$ cat src/rtl/uart_autobaud_if.sv
// Purpose: register-side bundle for the baud calibration block (requests, manual divisor, status).
// Latency: none; this is wiring only.
// Backpressure: none; requests are single-cycle strobes that the block may ignore while busy.
interface uart_autobaud_if;
    logic        cal_start;
    logic        cfg_wr;
    logic [12:0] cfg_div;
    logic [12:0] uart_ctrl;
    logic        cal_busy;
    logic        cal_done;
    logic        cal_err;

    // Register interface side: issues requests, observes divisor and status.
    modport master (
        output cal_start, cfg_wr, cfg_div,
        input  uart_ctrl, cal_busy, cal_done, cal_err
    );

    // Calibration block side.
    modport slave (
        input  cal_start, cfg_wr, cfg_div,
        output uart_ctrl, cal_busy, cal_done, cal_err
    );
endinterface

$ cat src/rtl/uart_autobaud.sv
// Purpose: measures a 0x55 sync char on rx and sets the 13-bit baud divisor; also holds a manual divisor.
// Latency: uart_ctrl/cal_done update 2 clocks after the final sync falling edge is seen (rx->edge 3 clocks).
// Backpressure: none; cal_start/cfg_wr are dropped while busy, cal_start beats cfg_wr in the same cycle.
// Optional: define UART_AUTOBAUD_GLITCH_CHK_EN to reject sync chars whose edge intervals disagree with the first.
module uart_autobaud #(
    parameter int unsigned          CNT_W       = 20,
    parameter logic [12:0]          DEFAULT_DIV = 13'd433,
    parameter logic [12:0]          MIN_DIV     = 13'd15,
    parameter logic [CNT_W-1:0]     TIMEOUT     = 20'd1000000
) (
    input  logic            clk,
    input  logic            rst,
    input  logic            rx,
    uart_autobaud_if.slave  cfg
);

    typedef enum logic [2:0] {
        S_IDLE, S_WAIT_START, S_MEASURE, S_CALC, S_OK, S_FAIL
    } state_t;

    localparam logic [CNT_W-1:0] CNT_MAX = '1;

    state_t             state, nstate;
    logic               rx_s1, rx_s2, rx_d;
    logic               fe;
    logic [CNT_W-1:0]   tmo_cnt, ival_cnt, tot_cnt;
    logic [CNT_W-1:0]   tmo_inc, ival_inc, tot_inc;
    logic [1:0]         ecnt;
    logic               tmo_hit, sat_hit, glitch;
    logic [CNT_W:0]     sum_w, q_w;
    logic               calc_bad;
    logic [12:0]        calc_div;
    logic [12:0]        uart_ctrl_q;
    logic               cal_err_q;
    logic               cal_busy_c, cal_done_c;

    // Two-flop synchronizer plus one delay stage for falling-edge detection; idle line is high.
    always_ff @(posedge clk) begin
        if (rst) begin
            rx_s1 <= 1'b1;
            rx_s2 <= 1'b1;
            rx_d  <= 1'b1;
        end else begin
            rx_s1 <= rx;
            rx_s2 <= rx_s1;
            rx_d  <= rx_s2;
        end
    end

    assign fe = rx_d & ~rx_s2;

    // Saturating increments; a counter stuck at max aborts the calibration.
    assign tmo_inc  = (tmo_cnt  == CNT_MAX) ? CNT_MAX : tmo_cnt  + 1'b1;
    assign ival_inc = (ival_cnt == CNT_MAX) ? CNT_MAX : ival_cnt + 1'b1;
    assign tot_inc  = (tot_cnt  == CNT_MAX) ? CNT_MAX : tot_cnt  + 1'b1;
    assign tmo_hit  = !fe && (tmo_cnt >= TIMEOUT - 1'b1);
    assign sat_hit  = (ival_cnt == CNT_MAX) || (tot_cnt == CNT_MAX);

    // In CALC tot_cnt holds the 8-bit-period total; round to one bit period and range-check.
    // The extra top bit of sum_w flags an overflowed +4, which is treated as a failure.
    assign sum_w    = {1'b0, tot_cnt} + (CNT_W+1)'(4);
    assign q_w      = sum_w >> 3;
    assign calc_bad = sum_w[CNT_W] || (q_w > (CNT_W+1)'(8192)) || (q_w <= (CNT_W+1)'(MIN_DIV));
    assign calc_div = q_w[12:0] - 13'd1;

`ifdef UART_AUTOBAUD_GLITCH_CHK_EN
    logic [CNT_W-1:0] i1_q;
    logic [CNT_W-1:0] ik_diff;

    // The first interval is counted from a cleared counter, so the edge cycle is added back (ival_inc);
    // later intervals restart at 1 and are complete as-is.
    always_comb begin
        glitch  = 1'b0;
        ik_diff = (ival_cnt > i1_q) ? (ival_cnt - i1_q) : (i1_q - ival_cnt);
        if (state == S_MEASURE && fe) begin
            if (ecnt == 2'd0)
                glitch = (ival_inc < CNT_W'(4));
            else
                glitch = (ik_diff > (i1_q >> 2));
        end
    end

    // Capture the first edge-to-edge interval as the reference for the rest.
    always_ff @(posedge clk) begin
        if (rst)
            i1_q <= '0;
        else if (state == S_MEASURE && fe && ecnt == 2'd0)
            i1_q <= ival_inc;
    end
`else
    assign glitch = 1'b0;
`endif

    // FSM state register.
    always_ff @(posedge clk) begin
        if (rst)
            state <= S_IDLE;
        else
            state <= nstate;
    end

    // FSM next-state logic.
    always_comb begin
        nstate = state;
        case (state)
            S_IDLE: begin
                if (cfg.cal_start)
                    nstate = S_WAIT_START;
            end
            S_WAIT_START: begin
                if (fe)
                    nstate = S_MEASURE;
                else if (tmo_hit)
                    nstate = S_FAIL;
            end
            S_MEASURE: begin
                if (glitch || sat_hit)
                    nstate = S_FAIL;
                else if (fe && ecnt == 2'd3)
                    nstate = S_CALC;
                else if (tmo_hit)
                    nstate = S_FAIL;
            end
            S_CALC:  nstate = calc_bad ? S_FAIL : S_OK;
            S_OK:    nstate = S_IDLE;
            S_FAIL:  nstate = S_IDLE;
            default: nstate = S_IDLE;
        endcase
    end

    // FSM outputs decoded from the current state.
    always_comb begin
        cal_busy_c = 1'b0;
        cal_done_c = 1'b0;
        case (state)
            S_WAIT_START, S_MEASURE, S_CALC: cal_busy_c = 1'b1;
            S_OK, S_FAIL:                    cal_done_c = 1'b1;
            default: ;
        endcase
    end

    // Timeout, interval, total and edge counters.
    always_ff @(posedge clk) begin
        if (rst) begin
            tmo_cnt  <= '0;
            ival_cnt <= '0;
            tot_cnt  <= '0;
            ecnt     <= '0;
        end else begin
            case (state)
                S_IDLE: begin
                    if (cfg.cal_start)
                        tmo_cnt <= '0;
                end
                S_WAIT_START: begin
                    tmo_cnt <= fe ? '0 : tmo_inc;
                    if (fe) begin
                        ival_cnt <= '0;
                        tot_cnt  <= '0;
                        ecnt     <= '0;
                    end
                end
                S_MEASURE: begin
                    tot_cnt <= tot_inc;
                    if (fe) begin
                        tmo_cnt  <= '0;
                        ival_cnt <= CNT_W'(1);
                        ecnt     <= ecnt + 2'd1;
                    end else begin
                        tmo_cnt  <= tmo_inc;
                        ival_cnt <= ival_inc;
                    end
                end
                default: ;
            endcase
        end
    end

    // Divisor and error level; updated on entry to OK/FAIL so they line up with cal_done.
    always_ff @(posedge clk) begin
        if (rst) begin
            uart_ctrl_q <= DEFAULT_DIV;
            cal_err_q   <= 1'b0;
        end else begin
            if (state == S_IDLE && cfg.cal_start)
                cal_err_q <= 1'b0;
            else if (state == S_IDLE && cfg.cfg_wr)
                uart_ctrl_q <= cfg.cfg_div;

            if (nstate == S_OK) begin
                uart_ctrl_q <= calc_div;
                cal_err_q   <= 1'b0;
            end else if (nstate == S_FAIL) begin
                cal_err_q   <= 1'b1;
            end
        end
    end

    assign cfg.uart_ctrl = uart_ctrl_q;
    assign cfg.cal_busy  = cal_busy_c;
    assign cfg.cal_done  = cal_done_c;
    assign cfg.cal_err   = cal_err_q;

endmodule
$ cat src/flat_wrapper.sv
// flat-port wrapper written by rule: the top's interface ports become plain ports
module uart_autobaud_flat 
#(
    parameter int unsigned          CNT_W       = 20,
    parameter logic [12:0]          DEFAULT_DIV = 13'd433,
    parameter logic [12:0]          MIN_DIV     = 13'd15,
    parameter logic [CNT_W-1:0]     TIMEOUT     = 20'd1000000
)
  (clk, rst, rx, cfg_cal_start, cfg_cfg_wr, cfg_cfg_div, cfg_uart_ctrl, cfg_cal_busy, cfg_cal_done, cfg_cal_err);
  uart_autobaud_if cfg_i ();
  input  logic clk;
  input  logic rst;
  input  logic rx;
  input wire logic [$bits(cfg_i.cal_start)-1:0] cfg_cal_start;
  input wire logic [$bits(cfg_i.cfg_wr)-1:0] cfg_cfg_wr;
  input wire logic [$bits(cfg_i.cfg_div)-1:0] cfg_cfg_div;
  output wire logic [$bits(cfg_i.uart_ctrl)-1:0] cfg_uart_ctrl;
  output wire logic [$bits(cfg_i.cal_busy)-1:0] cfg_cal_busy;
  output wire logic [$bits(cfg_i.cal_done)-1:0] cfg_cal_done;
  output wire logic [$bits(cfg_i.cal_err)-1:0] cfg_cal_err;
  assign cfg_i.cal_start = cfg_cal_start;
  assign cfg_i.cfg_wr = cfg_cfg_wr;
  assign cfg_i.cfg_div = cfg_cfg_div;
  assign cfg_uart_ctrl = cfg_i.uart_ctrl;
  assign cfg_cal_busy = cfg_i.cal_busy;
  assign cfg_cal_done = cfg_i.cal_done;
  assign cfg_cal_err = cfg_i.cal_err;
  uart_autobaud #(.CNT_W(CNT_W), .DEFAULT_DIV(DEFAULT_DIV), .MIN_DIV(MIN_DIV), .TIMEOUT(TIMEOUT)) u_core (.clk(clk), .rst(rst), .rx(rx), .cfg(cfg_i));
endmodule
$ cat config.mk
export PLATFORM = sky130hd
export DESIGN_NAME = uart_autobaud_flat
export DESIGN_NICKNAME = d
export VERILOG_FILES = /design/src/rtl/uart_autobaud_if.sv /design/src/rtl/uart_autobaud.sv /design/src/flat_wrapper.sv
export SDC_FILE = /design/constraint.sdc
export NUM_CORES = 1
export LEC_CHECK = 0
export CORE_MARGIN = 2
export CORE_UTILIZATION = 54
export CTS_BUF_LIST = sky130_fd_sc_hd__clkbuf_4 sky130_fd_sc_hd__clkbuf_8 sky130_fd_sc_hd__clkbuf_16
export CTS_CLUSTER_DIAMETER = 50
export CTS_CLUSTER_SIZE = 8
export DETAILED_ROUTE_END_ITERATION = 10
export PLACE_DENSITY_LB_ADDON = 0.05
export SYNTH_ARGS = -nofsm -noshare
export SYNTH_HDL_FRONTEND = slang
export SYNTH_SLANG_ARGS = --single-unit
$ cat constraint.sdc
create_clock -name clk -period 2.62 [get_ports clk]
set_clock_uncertainty 0.15 [all_clocks]
set_input_delay 0.786 -clock clk [delete_from_list [all_inputs] [get_ports clk]]
set_output_delay 0.786 -clock clk [all_outputs]
set_load 0.03 [all_outputs]
==> Word level (Yosys, flattened, before mapping) <==
Cells that the tools add are included.
{ "op_classes": {"add_sub_neg": 6, "magnitude_cmp": 3, "n_eq_ne": 15, "n_mux": 27, "bitwise": 2, "n_reduce_logical": 21} }
{ "op_table": {"columns": ["cell", "count"], "rows": [
  ["20-bit 2-to-1 mux", 7],
  ["20-bit one-hot mux with 2 select lines", 3],
  ["20-bit by 1-bit adder with 20-bit output (second input constant)", 3],
  ["20-bit == test (second input constant)", 3],
  ["13-bit 2-to-1 mux", 3],
  ["20-bit by 3-bit adder with 21-bit output (second input constant)", 1],
  ["20-bit >= comparator (second input constant)", 1],
  ["18-bit by 14-bit > comparator with 1-bit output (second input constant)", 1],
  ["18-bit by 4-bit <= comparator with 1-bit output (second input constant)", 1],
  ["3-bit 2-to-1 mux", 5],
  ["13-bit by 1-bit subtractor with 13-bit output (second input constant)", 1],
  ["3-bit == test (second input constant)", 4],
  ["3-bit one-hot mux with 4 select lines", 1],
  ["2-bit nonzero test", 4],
  ["3-bit by 2-bit == test with 1-bit output (second input constant)", 2],
  ["2-bit AND reduction", 3],
  ["2-bit OR reduction", 3],
  ["1-bit 2-to-1 mux", 5],
  ["1-bit logical AND", 4],
  ["2-bit 2-to-1 mux", 2],
  ["2-bit by 1-bit inequality test with 1-bit output (second input constant)", 2],
  ["2-bit inequality test (second input constant)", 2],
  ["2-bit one-hot mux with 2 select lines", 1],
  ["3-bit by 1-bit == test with 1-bit output (second input constant)", 1],
  ["9 further kinds", 11]
]} }
{ "totals": {"ff_bits": 82, "inputBits": 18, "out_inout_bits": 16, "elab_cells": 84} }

==> Logic depth before layout (Yosys ltp) <==
{ "logic_depth": {"ltp_word": 11, "depth_mapped": 11, "ltp_nobuf": 10} }

==> Least setup slack after synthesis <==
No wires, ideal clock.
{ "synth_path": {"path_kind": "register -> register", "startpoint": "register u_core.tot_cnt[3]", "endpoint": "register u_core.uart_ctrl_q[4] (netlist: u_core.cfg.uart_ctrl[4])", "setup_ps": 120, "arrival_time_ps": 2615, "required_ps": 2350, "slack_ps": -264, "stages_incl_launch_ff": 11, "path_buffers": 2, "period_less_slack_ps": 2884, "cell_sequence": "dfxtp_1 -> ha_1 -> buf_4 -> nand3_2 -> or4_4 -> a2111oi_4 -> o2111ai_2 -> nor3_1 -> mux2i_4 -> buf_6 -> a211o_1"} }
{ "synth_via": {"elab_chain_len": 9, "word_cells_on_any_way": 16, "classes_between": "2 x add/sub; 2 x order compare; 3 x eq/ne; 4 x mux; 5 x reduce/logical"} }
{ "synth_lines": {"columns": ["element", "line_no", "text"], "rows": [
  ["start: declaration", "uart_autobaud.sv:26", "logic [CNT_W-1:0] tmo_cnt, ival_cnt, tot_cnt;"],
  ["start signal: assignment", "uart_autobaud.sv:164", "tot_cnt <= tot_inc;"],
  ["20-bit by 3-bit adder with 21-bit output", "uart_autobaud.sv:61", "assign sum_w = {1'b0, tot_cnt} + (CNT_W+1)'(4);"],
  ["18-bit by 14-bit > comparator with 1-bit output", "uart_autobaud.sv:63", "assign calc_bad = sum_w[CNT_W] || (q_w > (CNT_W+1)'(8192)) || (q_w <= (CNT_W+1)'(MIN_DIV));"],
  ["1-bit logical OR (2 in series)", "uart_autobaud.sv:63", null],
  ["1-bit 2-to-1 mux", "uart_autobaud.sv:124", "S_CALC: nstate = calc_bad ? S_FAIL : S_OK;"],
  ["3-bit one-hot mux with 4 select lines", "uart_autobaud.sv:105", "case (state)"],
  ["3-bit == test", "uart_autobaud.sv:190", "if (nstate == S_OK) begin"],
  ["2-bit inequality test (no line) or 2-bit nonzero test (tied branches)", null, null],
  ["2-bit AND reduction (no line)", null, null],
  ["end signal: assignment", "uart_autobaud.sv:188", "uart_ctrl_q <= cfg.cfg_div;"],
  ["end signal: assignment", "uart_autobaud.sv:191", "uart_ctrl_q <= calc_div;"],
  ["end: declaration", "uart_autobaud.sv:33", "logic [12:0] uart_ctrl_q;"]
]} }
Parallel ways exist; a longest one is shown, timed or not.
A chain may end at the register's enable or synchronous reset.

==> Worst setup path in the final report <==
{ "layout_path": {"startpoint": "register u_core.tot_cnt[2]", "endpoint": "register u_core.uart_ctrl_q[6] (netlist: u_core.cfg.uart_ctrl[6])"} }
Same word-level chain as after synthesis.

==> out/qor.yml <==
status: "finished with violations"
violations: "negative setup slack"
routed_wl_um: 14400
setup-violations-final: 10
root_buffer: "clkbuf_8"
fp.dieW_um: 103
reg2reg_depth: 10
tightest_slew_ns: 0.538
critPathCaptureType: "flop"
initialDrtViolationCount: 236
fin_setup_tns_ns: -0.334
p_per_area_nw_per_um2: 394
grt_usage_pct: 27.7
met2_usage_pct: 48.4
grt_max_degree: 38
syn_inst: 736
core_um2: 9640
grtUsageMet3_pct: 4.20
final_cell_mix: "o21ai_0, nand2_1, dfxtp_1"
path_clk_slew_ns: 0.08
max_stage_delay_ns: 0.53
dp.cells: 925
synth-edff-count: 0
drt.antenna.violating_nets: 0
rsz0062_at_grt: "true"
area_growth_pct: 22.7
overflow: 0
synth-seq-area-share_pct: 31.0
fill_cells: 861
fin_area_um2: 6490
die_h_um: 103
place_area_um2: 6200
clk_latency_ns: 0.37
wire_per_inst_um: 15.3
grt.busiest_layer: "met2"
drive_gt1_share_pct: 17.2
grt_pass1_vias: 5217
die_area_um2: 10600
ys.flop_type: "dfxtp_1"
holdPathStages: 1
power_leakage_nw: 2.35
diodes: 0
async_reset_ff_share_pct: 0
start_util_pct: 54.9
place_hpwl_um: 10100
cts_max_level: 3
met1_usage_pct: 32.5
io_buffers: 33
hp-class: "flop to flop"
cts_hold_buf: 0
nNetsFinal: 829
syn_area_per_cell_um2: 7.19
clock_path_buffers: 2
vias_per_cell: 5.89
vias: 5531
cts.sinks: 82
layout_commonest_cell: "o21ai_0"
hold_violations: 0
numCtsBuffers: 9
yosysWarningCount: 0
syn_area_um2: 5300
path_buf_inv: 1
syn_nets: 762
gp_congestion: 0.972
worstPathArrival_ns: 2.80
vdd_ir_drop_max_mv: 0.298
grt_pass1_wl_um: 23500
min_period_over_period_pct: 102
grt_antenna_before_repair: 0
crit_chain: "ha_4, nand3_4, or4_4, o21a_1, o2111ai_2, nor3_2, mux2i_4, buf_12, nor2_1, a311oi_2"
crit_family: "simple AND/OR/NAND/NOR gates"
synth-seq-cells: 82
start_kind: "flop"
cp.depth: 10
worstPathMaxFanout: 24
slew_viol_final: 0
ys_types: 64
worstPathRequired_ns: 2.74
slowest_stage: "or4_4"
max_freq_mhz: 374
tritoncts: "built"
rows: 36
fin_crit_ns: 2.68
setup_ws_ns: -0.0568
stdcell_count: 939
ios: 34
drv_cap: 0
dr.pass1.iters: 5
drc: 0
max-slew-margin-rel_pct: 64.1
crit_type: "flop to flop"
==> through the flow <==
step / hold WS, ns / worst slack (ns) / utilization, % / power [W]
after global placement: 0.250 / -0.283 / 64.3 / 0.00155
after CTS: 0.271 / -0.0594 / 66.9 / 0.00258
after global routing: 0.288 / -0.149 / 67.4 / 0.00265
final: 0.268 / -0.0568 / 67.4 / 0.00256
after floorplan: 0.239 / -0.0431 / - / 0.00145
after detailed placement: 0.252 / -0.341 / 64.3 / 0.00156
==> what timing repair did <==
action                                  4_1_cts  5_1_grt
resized for setup                            14       12
endpoints found under the setup margin       15       33
pin swaps                                     2        2
buffers inserted                              0        0
==> state kept, by name (all words and copies together) (netlist names), 2 cells and up <==
name,count
u_core.state,3
u_core.cfg.uart_ctrl,13
u_core.ecnt,2
u_core.ival_cnt,20
u_core.tot_cnt,20
u_core.tmo_cnt,20
==> worst paths after layout <==
kind / startpoint / end / slack [ns]
max: u_core.tot_cnt[2] / u_core.cfg.uart_ctrl[6] / -0.06
min reg2reg: u_core.rx_s1 / u_core.rx_s2 / 0.27
max reg2reg: u_core.tot_cnt[2] / u_core.cfg.uart_ctrl[6] / -0.06
min: u_core.rx_s1 / u_core.rx_s2 / 0.27
==> kinds of logic after synthesis <==
| logic type | after synthesis | share of synthesized area (%) |
|---|---|---|
| AND/OR/NAND/NOR | 319 | 30.0 |
| multiplexers | 5 | 1.18 |
| AO/OA/AOI/OAI | 224 | 25.7 |
| adder cells (fa/ha/maj) | 8 | 1.89 |
| XOR/XNOR | 26 | 4.30 |
| buffers and inverters | 72 | 5.98 |
| flip-flops | 82 | 31.0 |
==> cell usage after synthesis, drive strengths merged, types with 15 or more instances <==
master | number | area [µm²]
nor2 | 75 | 282
nand4 | 16 | 115
inv | 17 | 63.8
clkbuf | 40 | 153
buf | 15 | 100
xnor2 | 20 | 175
dfxtp | 82 | 1640
o21ai | 93 | 465
nor3 | 42 | 210
nand3 | 29 | 150
a21oi | 68 | 340
nand2 | 81 | 304
==> worst register-to-register path: cells and delay by family (launching register included) <==
family	cells	cell delay, ns
AND/OR/NAND/NOR	4	0.78
AO/OA/AOI/OAI	3	0.75
flip-flops	1	0.36
buffers and inverters	1	0.19
multiplexers	1	0.18
adder cells (fa/ha/maj)	1	0.16
==> area by class of cell <==
type,instances,area [µm²],share of cell area [%]
Timing Repair Buffer,111,957,14.7
Tap cell,133,166,2.56
Clock buffer,11,145,2.23
Sequential cell,82,1660,25.5
Clock inverter,3,65.1,1.00
Multi-Input combinational cell,582,3440,53.0
Inverter,17,63.8,0.982
==> power by group <==
| part | switching [W] | internal [W] | total, W |
|---|---|---|---|
| combinational | 0.000148 | 0.000109 | 0.000257 |
| clock | 0.000468 | 0.000562 | 0.00103 |
| sequential | 0.0000136 | 0.00126 | 0.00127 |
| total | 0.000630 | 0.00193 | 0.00256 |
==> layer usage <==
metal,wire length (µm),part of all wire (%)
met5,0,0
met4,468,3.3
met3,535,3.7
met1,6220,43
met2,7150,50
Note: power is estimated with default switching activity, not from simulation.
